===== src/rtl/clarke_pkg.sv =====
// Shared constants and arithmetic helpers for the forward Clarke pipeline.
// Optional zero-sequence output is enabled with the CLARKE_ZERO_SEQ_EN macro.
package clarke_pkg;

    localparam int RS_W = 128;

    // round(2^qb / 3) == floor((2^(qb+1) + 3) / 6)
    function automatic int k3_const(input int qb);
        longint n;
        n = (longint'(1) <<< (qb + 1)) + 3;
        return int'(n / 6);
    endfunction

    // round(2^qb / sqrt(3)): largest n with 3*(2n-1)^2 <= 4^(qb+1), found by bisection
    function automatic int ks_const(input int qb);
        longint lim;
        longint lo;
        longint hi;
        longint mid;
        lim = longint'(1) <<< (2 * qb + 2);
        lo  = 0;
        hi  = longint'(1) <<< qb;
        while (lo < hi) begin
            mid = (lo + hi + 1) / 2;
            if (3 * (2 * mid - 1) * (2 * mid - 1) <= lim) begin
                lo = mid;
            end else begin
                hi = mid - 1;
            end
        end
        return int'(lo);
    endfunction

    // Interprets the low pw bits of p_raw as signed, rounds half-up by qb bits
    // and clamps to the signed dw-bit range.
    function automatic logic signed [RS_W-1:0] round_sat(
        input logic [RS_W-1:0] p_raw,
        input int              pw,
        input int              qb,
        input int              dw
    );
        logic signed [RS_W-1:0] p;
        logic signed [RS_W-1:0] r;
        logic signed [RS_W-1:0] hi;
        logic signed [RS_W-1:0] lo;
        logic signed [RS_W-1:0] one;
        one = {{(RS_W-1){1'b0}}, 1'b1};
        p   = p_raw << (RS_W - pw);
        p   = p >>> (RS_W - pw);
        r   = (p + (one <<< (qb - 1))) >>> qb;
        hi  = (one <<< (dw - 1)) - one;
        lo  = -(one <<< (dw - 1));
        if (r > hi) begin
            r = hi;
        end else if (r < lo) begin
            r = lo;
        end
        return r;
    endfunction

endpackage


===== src/rtl/clarke_pipe_stage.sv =====
// One pipeline slot: a valid bit plus a data word, advanced by adv_i.
// Data only loads on an actual transfer so outputs never change spuriously.
module clarke_pipe_stage #(
    parameter int W = 8
) (
    input  logic         clk,
    input  logic         rst,
    input  logic         adv_i,
    input  logic         valid_i,
    input  logic [W-1:0] data_i,
    output logic         valid_o,
    output logic [W-1:0] data_o
);

    logic         valid_q;
    logic         valid_d;
    logic [W-1:0] data_q;
    logic [W-1:0] data_d;

    always_comb begin
        valid_d = valid_q;
        data_d  = data_q;
        if (adv_i) begin
            valid_d = valid_i;
            if (valid_i) begin
                data_d = data_i;
            end
        end
    end

    always_ff @(posedge clk or posedge rst) begin
        if (rst) begin
            valid_q <= 1'b0;
            data_q  <= '0;
        end else begin
            valid_q <= valid_d;
            data_q  <= data_d;
        end
    end

    assign valid_o = valid_q;
    assign data_o  = data_q;

endmodule


===== src/rtl/clarke_pipe.sv =====
// Forward Clarke transform, 3-stage valid/ready pipeline with bubble collapsing.
// Define CLARKE_ZERO_SEQ_EN to add the gamma (zero-sequence) output channel.
module clarke_pipe
    import clarke_pkg::*;
#(
    parameter int D_WIDTH = 32,
    parameter int Q_BITS  = 10
) (
    input  logic               clk,
    input  logic               rst,
    input  logic               in_valid,
    output logic               in_ready,
    input  logic [D_WIDTH-1:0] a,
    input  logic [D_WIDTH-1:0] b,
    input  logic [D_WIDTH-1:0] c,
    output logic               out_valid,
    input  logic               out_ready,
    output logic [D_WIDTH-1:0] alpha,
    output logic [D_WIDTH-1:0] beta
`ifdef CLARKE_ZERO_SEQ_EN
    ,
    output logic [D_WIDTH-1:0] gamma
`endif
);

`ifdef CLARKE_ZERO_SEQ_EN
    localparam int NCH = 3;
`else
    localparam int NCH = 2;
`endif
    localparam int DW   = D_WIDTH + 2;
    localparam int PW   = D_WIDTH + Q_BITS + 3;
    localparam int K3_I = k3_const(Q_BITS);
    localparam int KS_I = ks_const(Q_BITS);
    localparam logic [Q_BITS:0] K3 = K3_I[Q_BITS:0];
    localparam logic [Q_BITS:0] KS = KS_I[Q_BITS:0];

    logic adv1;
    logic adv2;
    logic adv3;
    logic v1;
    logic v2;
    logic v3;

    logic [NCH*DW-1:0]      s1_d;
    logic [NCH*DW-1:0]      s1_q;
    logic [NCH*PW-1:0]      s2_d;
    logic [NCH*PW-1:0]      s2_q;
    logic [NCH*D_WIDTH-1:0] s3_d;
    logic [NCH*D_WIDTH-1:0] s3_q;

    logic signed [DW-1:0] a_x;
    logic signed [DW-1:0] b_x;
    logic signed [DW-1:0] c_x;

    assign adv3     = !v3 || out_ready;
    assign adv2     = !v2 || adv3;
    assign adv1     = !v1 || adv2;
    assign in_ready = adv1;

    assign a_x = $signed({{2{a[D_WIDTH-1]}}, a});
    assign b_x = $signed({{2{b[D_WIDTH-1]}}, b});
    assign c_x = $signed({{2{c[D_WIDTH-1]}}, c});

    // Channel order in every stage word: 0 = alpha, 1 = beta, 2 = gamma.
    assign s1_d[0 +: DW]  = (a_x <<< 1) - b_x - c_x;
    assign s1_d[DW +: DW] = b_x - c_x;
`ifdef CLARKE_ZERO_SEQ_EN
    assign s1_d[2*DW +: DW] = a_x + b_x + c_x;
`endif

    genvar gi;
    generate
        for (gi = 0; gi < NCH; gi++) begin : g_ch
            localparam logic [Q_BITS:0] KK = (gi == 1) ? KS : K3;
            logic signed [DW-1:0] d_s;
            logic signed [PW-1:0] d_ext;
            logic signed [PW-1:0] k_ext;

            assign d_s   = s1_q[gi*DW +: DW];
            assign d_ext = {{(PW-DW){d_s[DW-1]}}, d_s};
            assign k_ext = {{(PW-Q_BITS-1){1'b0}}, KK};
            assign s2_d[gi*PW +: PW] = d_ext * k_ext;

            assign s3_d[gi*D_WIDTH +: D_WIDTH] =
                D_WIDTH'(round_sat(RS_W'(s2_q[gi*PW +: PW]), PW, Q_BITS, D_WIDTH));
        end
    endgenerate

    clarke_pipe_stage #(.W(NCH*DW)) u_s1 (
        .clk     (clk),
        .rst     (rst),
        .adv_i   (adv1),
        .valid_i (in_valid),
        .data_i  (s1_d),
        .valid_o (v1),
        .data_o  (s1_q)
    );

    clarke_pipe_stage #(.W(NCH*PW)) u_s2 (
        .clk     (clk),
        .rst     (rst),
        .adv_i   (adv2),
        .valid_i (v1),
        .data_i  (s2_d),
        .valid_o (v2),
        .data_o  (s2_q)
    );

    clarke_pipe_stage #(.W(NCH*D_WIDTH)) u_s3 (
        .clk     (clk),
        .rst     (rst),
        .adv_i   (adv3),
        .valid_i (v2),
        .data_i  (s3_d),
        .valid_o (v3),
        .data_o  (s3_q)
    );

    assign out_valid = v3;
    assign alpha     = s3_q[0 +: D_WIDTH];
    assign beta      = s3_q[D_WIDTH +: D_WIDTH];
`ifdef CLARKE_ZERO_SEQ_EN
    assign gamma     = s3_q[2*D_WIDTH +: D_WIDTH];
`endif

endmodule


===== config.mk =====
export PLATFORM = sky130hd
export DESIGN_NAME = clarke_pipe
export DESIGN_NICKNAME = d
export VERILOG_FILES = /design/src/rtl/clarke_pkg.sv /design/src/rtl/clarke_pipe_stage.sv /design/src/rtl/clarke_pipe.sv
export SDC_FILE = /design/constraint.sdc
export NUM_CORES = 2
export LEC_CHECK = 0
export CAP_MARGIN = 10
export CORE_UTILIZATION = 35
export DETAILED_ROUTE_END_ITERATION = 7
export PLACE_DENSITY = 0.6
export SLEW_MARGIN = 10
export SYNTH_ARGS = -nofsm -noshare
export SYNTH_HDL_FRONTEND = slang
export SYNTH_SLANG_ARGS = --single-unit

===== constraint.sdc =====
create_clock -name clk -period 18.1 [get_ports clk]
set_input_delay 3.62 -clock clk [delete_from_list [all_inputs] [get_ports clk]]
set_output_delay 3.62 -clock clk [all_outputs]
set_load 0.01 [all_outputs]

==> results.yml <==
finish:
  nets: 3699
  syn2layout_area_growth_pct: 13.7
  fillers: 7239
  final_util_pct: 40.4
  layout_commonest_cell: "inv_1"
  layout_common_cells: "inv_1, ha_1, nand2_1"
  antenna_cells: 0
  drive_gt1_share_pct: 3.67
floorplan:
  die_w_um: 272
  io_pins: 166
  initial_utilization_pct: 35.6
  coreArea_um2: 71700
  fp.dieArea_um2: 73900
  chipHeight_um: 272
  std_cell_rows: 98
worst_hold_path:
  holdPathStages: 2
  min_from: "u_s3.data_o[63]$_DFFE_PP0P_"
  hp-class: "flip-flop to flip-flop"
  hold_path_end: "u_s3.data_o[63]$_DFFE_PP0P_"
clock_tree:
  cts_hold_buf: 0
  cts.path.max_buffers: 3
  ctsResizeCount: 0
  clkSlewWorstSetupHoldPaths_ps: 60
  cts_buffers: 25
  cts_sinks: 203
  cts_root_buffer: "clkbuf_16"
  cts_tree: "done"
  clock_latency_ps: 550
  h-tree-depth: 1
  cts_setup_buffers: 0
synth:
  postSynthAreaPerCell_um2: 9.07
  syn_nets: 3561
  synth_area_leaders: "fa_1, dfrtp_1, ha_1"
  ys_warn_count: 0
  async_reset_ff_share_pct: 100
  yosysTopAreaCell: "fa_1"
  netlist.area_leader.share_pct: 20.2
  synth.cell_area_um2: 25500
  synth_top_flop_cell: "dfrtp_1"
  ys_types: 94
  synth-edff-count: 0
  ys_seq_area_share_pct: 19.9
  syn_inst: 2810
  ys_ff_latch: 203
drt:
  drtIter0Drc: 685
  drc: 0
  routed_via_density: 4.65
  ant_nets: 0
  routed_wl_mm: 57.2
  wl_per_cell_um: 14.6
  drt_first_pass_iters: 5
  num_vias: 18215
setup_path:
  path_cells: "clkdlybuf4s50_1 > nor2b_1 > nand3_1 > clkdlybuf4s50_1"
  critPathBufInv: 2
  critPathCaptureType: "output port"
  rr_endpoint: "u_s2.data_o[40]$_DFFE_PP0P_"
  cp_common_cell: "clkdlybuf4s50_1"
  crit_fanout: 5
  required_ps: 14480
  cp.arrival_ps: 5070
  cp_top_family: "buffers and inverters"
  crit_type: "primary input to output port"
  slowest_delay_ps: 580
  timing.rr.start: "u_s1.data_o[5]$_DFFE_PP0P_"
  reg2regPathDepth: 20
  slowest_stage: "clkdlybuf4s50_1"
  crit_path_start_kind: "primary input"
  rrSetupSlack_ps: 12550
timing:
  hold_ws_ps: 477
  setup_viol: 0
  setup_tns_ps: 0
  grt_setup_unrepaired: "false"
  fmax_mhz: 115
  fin_crit_ps: 8690
  maxSlewViolCount: 0
  hold_viol_final: 0
  setup_slack_ps: 9410
  worst_slew_pin_slew_ps: 965
  slew_headroom_pct: 35.7
  skew_ps: 13.4
  timing.final.crit_share_pct: 48.0
global_route:
  grt_pass1_vias: 18610
  grtUsageTotal_pct: 15.8
  grt_max_degree: 108
  grt_pass1_wl_mm: 96.7
  antenna_found_initial: 0
  grt-ovfl-total: 0
placement:
  portBuffers: 165
  gp_congestion: 0.849
  preCtsSetupSlack_ps: 9390
  hpwl_mm: 48.4
status:
  status: "finished clean"
run:
  drv_cap: 0
[layer usage]
layer,up-vias,share of wire (%),global-route usage (%)
met2,177,45,25.9
met4,0,1.6,3.15
li1,9489,-,-
met5,-,0,0
met3,51,2.5,1.39
met1,8498,50,22.6
[worst register-to-register path, delay by kind of cell, from the launching register on]
kind / cells / cell delay, ps
XOR/XNOR: 1 / 210
AO/OA/AOI/OAI: 6 / 1460
buffers and inverters: 4 / 210
adder cells (fa/ha/maj): 6 / 2540
flip-flops: 1 / 470
AND/OR/NAND/NOR: 3 / 540
[final cells by class]
cell class / count / area (µm²) / area share (%)
Tap cell: 950 / 1190 / 4.10
Sequential cell: 203 / 5080 / 17.5
Timing Repair Buffer: 173 / 1710 / 5.90
Multi-Input combinational cell: 2022 / 18200 / 62.8
Clock inverter: 11 / 146 / 0.505
Clock buffer: 34 / 689 / 2.38
Inverter: 523 / 1970 / 6.79
[metrics by stage]
step,area [µm²],cells
after global routing,29000,3916
after floorplan,25500,2810
after global placement,28200,3871
after CTS,29000,3916
final,29000,3916
after detailed placement,28200,3871
[Yosys cell counts, types with 4 or more instances]
master	number
o21ai_1	66
a21boi_0	4
a21o_1	49
o21ai_0	186
o21a_1	8
and3_1	12
buf_2	8
clkbuf_1	44
nor2b_1	19
nand3_1	42
o21bai_1	14
nor2_1	83
xnor2_1	115
nand2b_1	17
o31ai_1	10
dfrtp_1	203
nand4_1	27
or4_1	4
nor3_1	21
inv_1	523
buf_4	5
fa_1	257
and4_1	8
and2_1	8
a21oi_1	176
a211oi_2	5
a21oi_2	6
a211oi_1	8
nand2_1	281
buf_1	4
mux2_2	4
a31oi_1	13
ha_1	394
xor2_1	79
nor4b_1	4
nor3b_1	7
o211ai_1	8
nor4_1	5
[how the worst max path moves through the flow]
stage | start | to | slack [ps] | cells past startpoint
detailed placement | out_ready | in_ready | 9390 | 4
floorplan | rst | u_s1.data_o[0]$_DFFE_PP0P_ | 8940 | 1
CTS | out_ready | in_ready | 9390 | 4
global placement | out_ready | in_ready | 9410 | 4
finish | out_ready | in_ready | 9410 | 4
global route | out_ready | in_ready | 9270 | 4
[registers in the layout, summed over array words and instances, names as in the netlist]
register      cells
u_s3.data_o      64
u_s3.valid_o      1
u_s2.valid_o      1
u_s1.data_o      66
u_s2.data_o      70
u_s1.valid_o      1
[cell families after synthesis]
logic type,count (synthesis),synth area share (%)
fa+ha+maj,651,39.5
compound gates,605,14.4
buf+inv,585,8.73
simple gates,565,10.5
flops,203,19.9
xor+xnor,194,6.66
mux,7,0.294
Power is left out: the tool's default activity adds up to more than one toggle a clock period on the data nets, which glitch-free logic cannot reach.
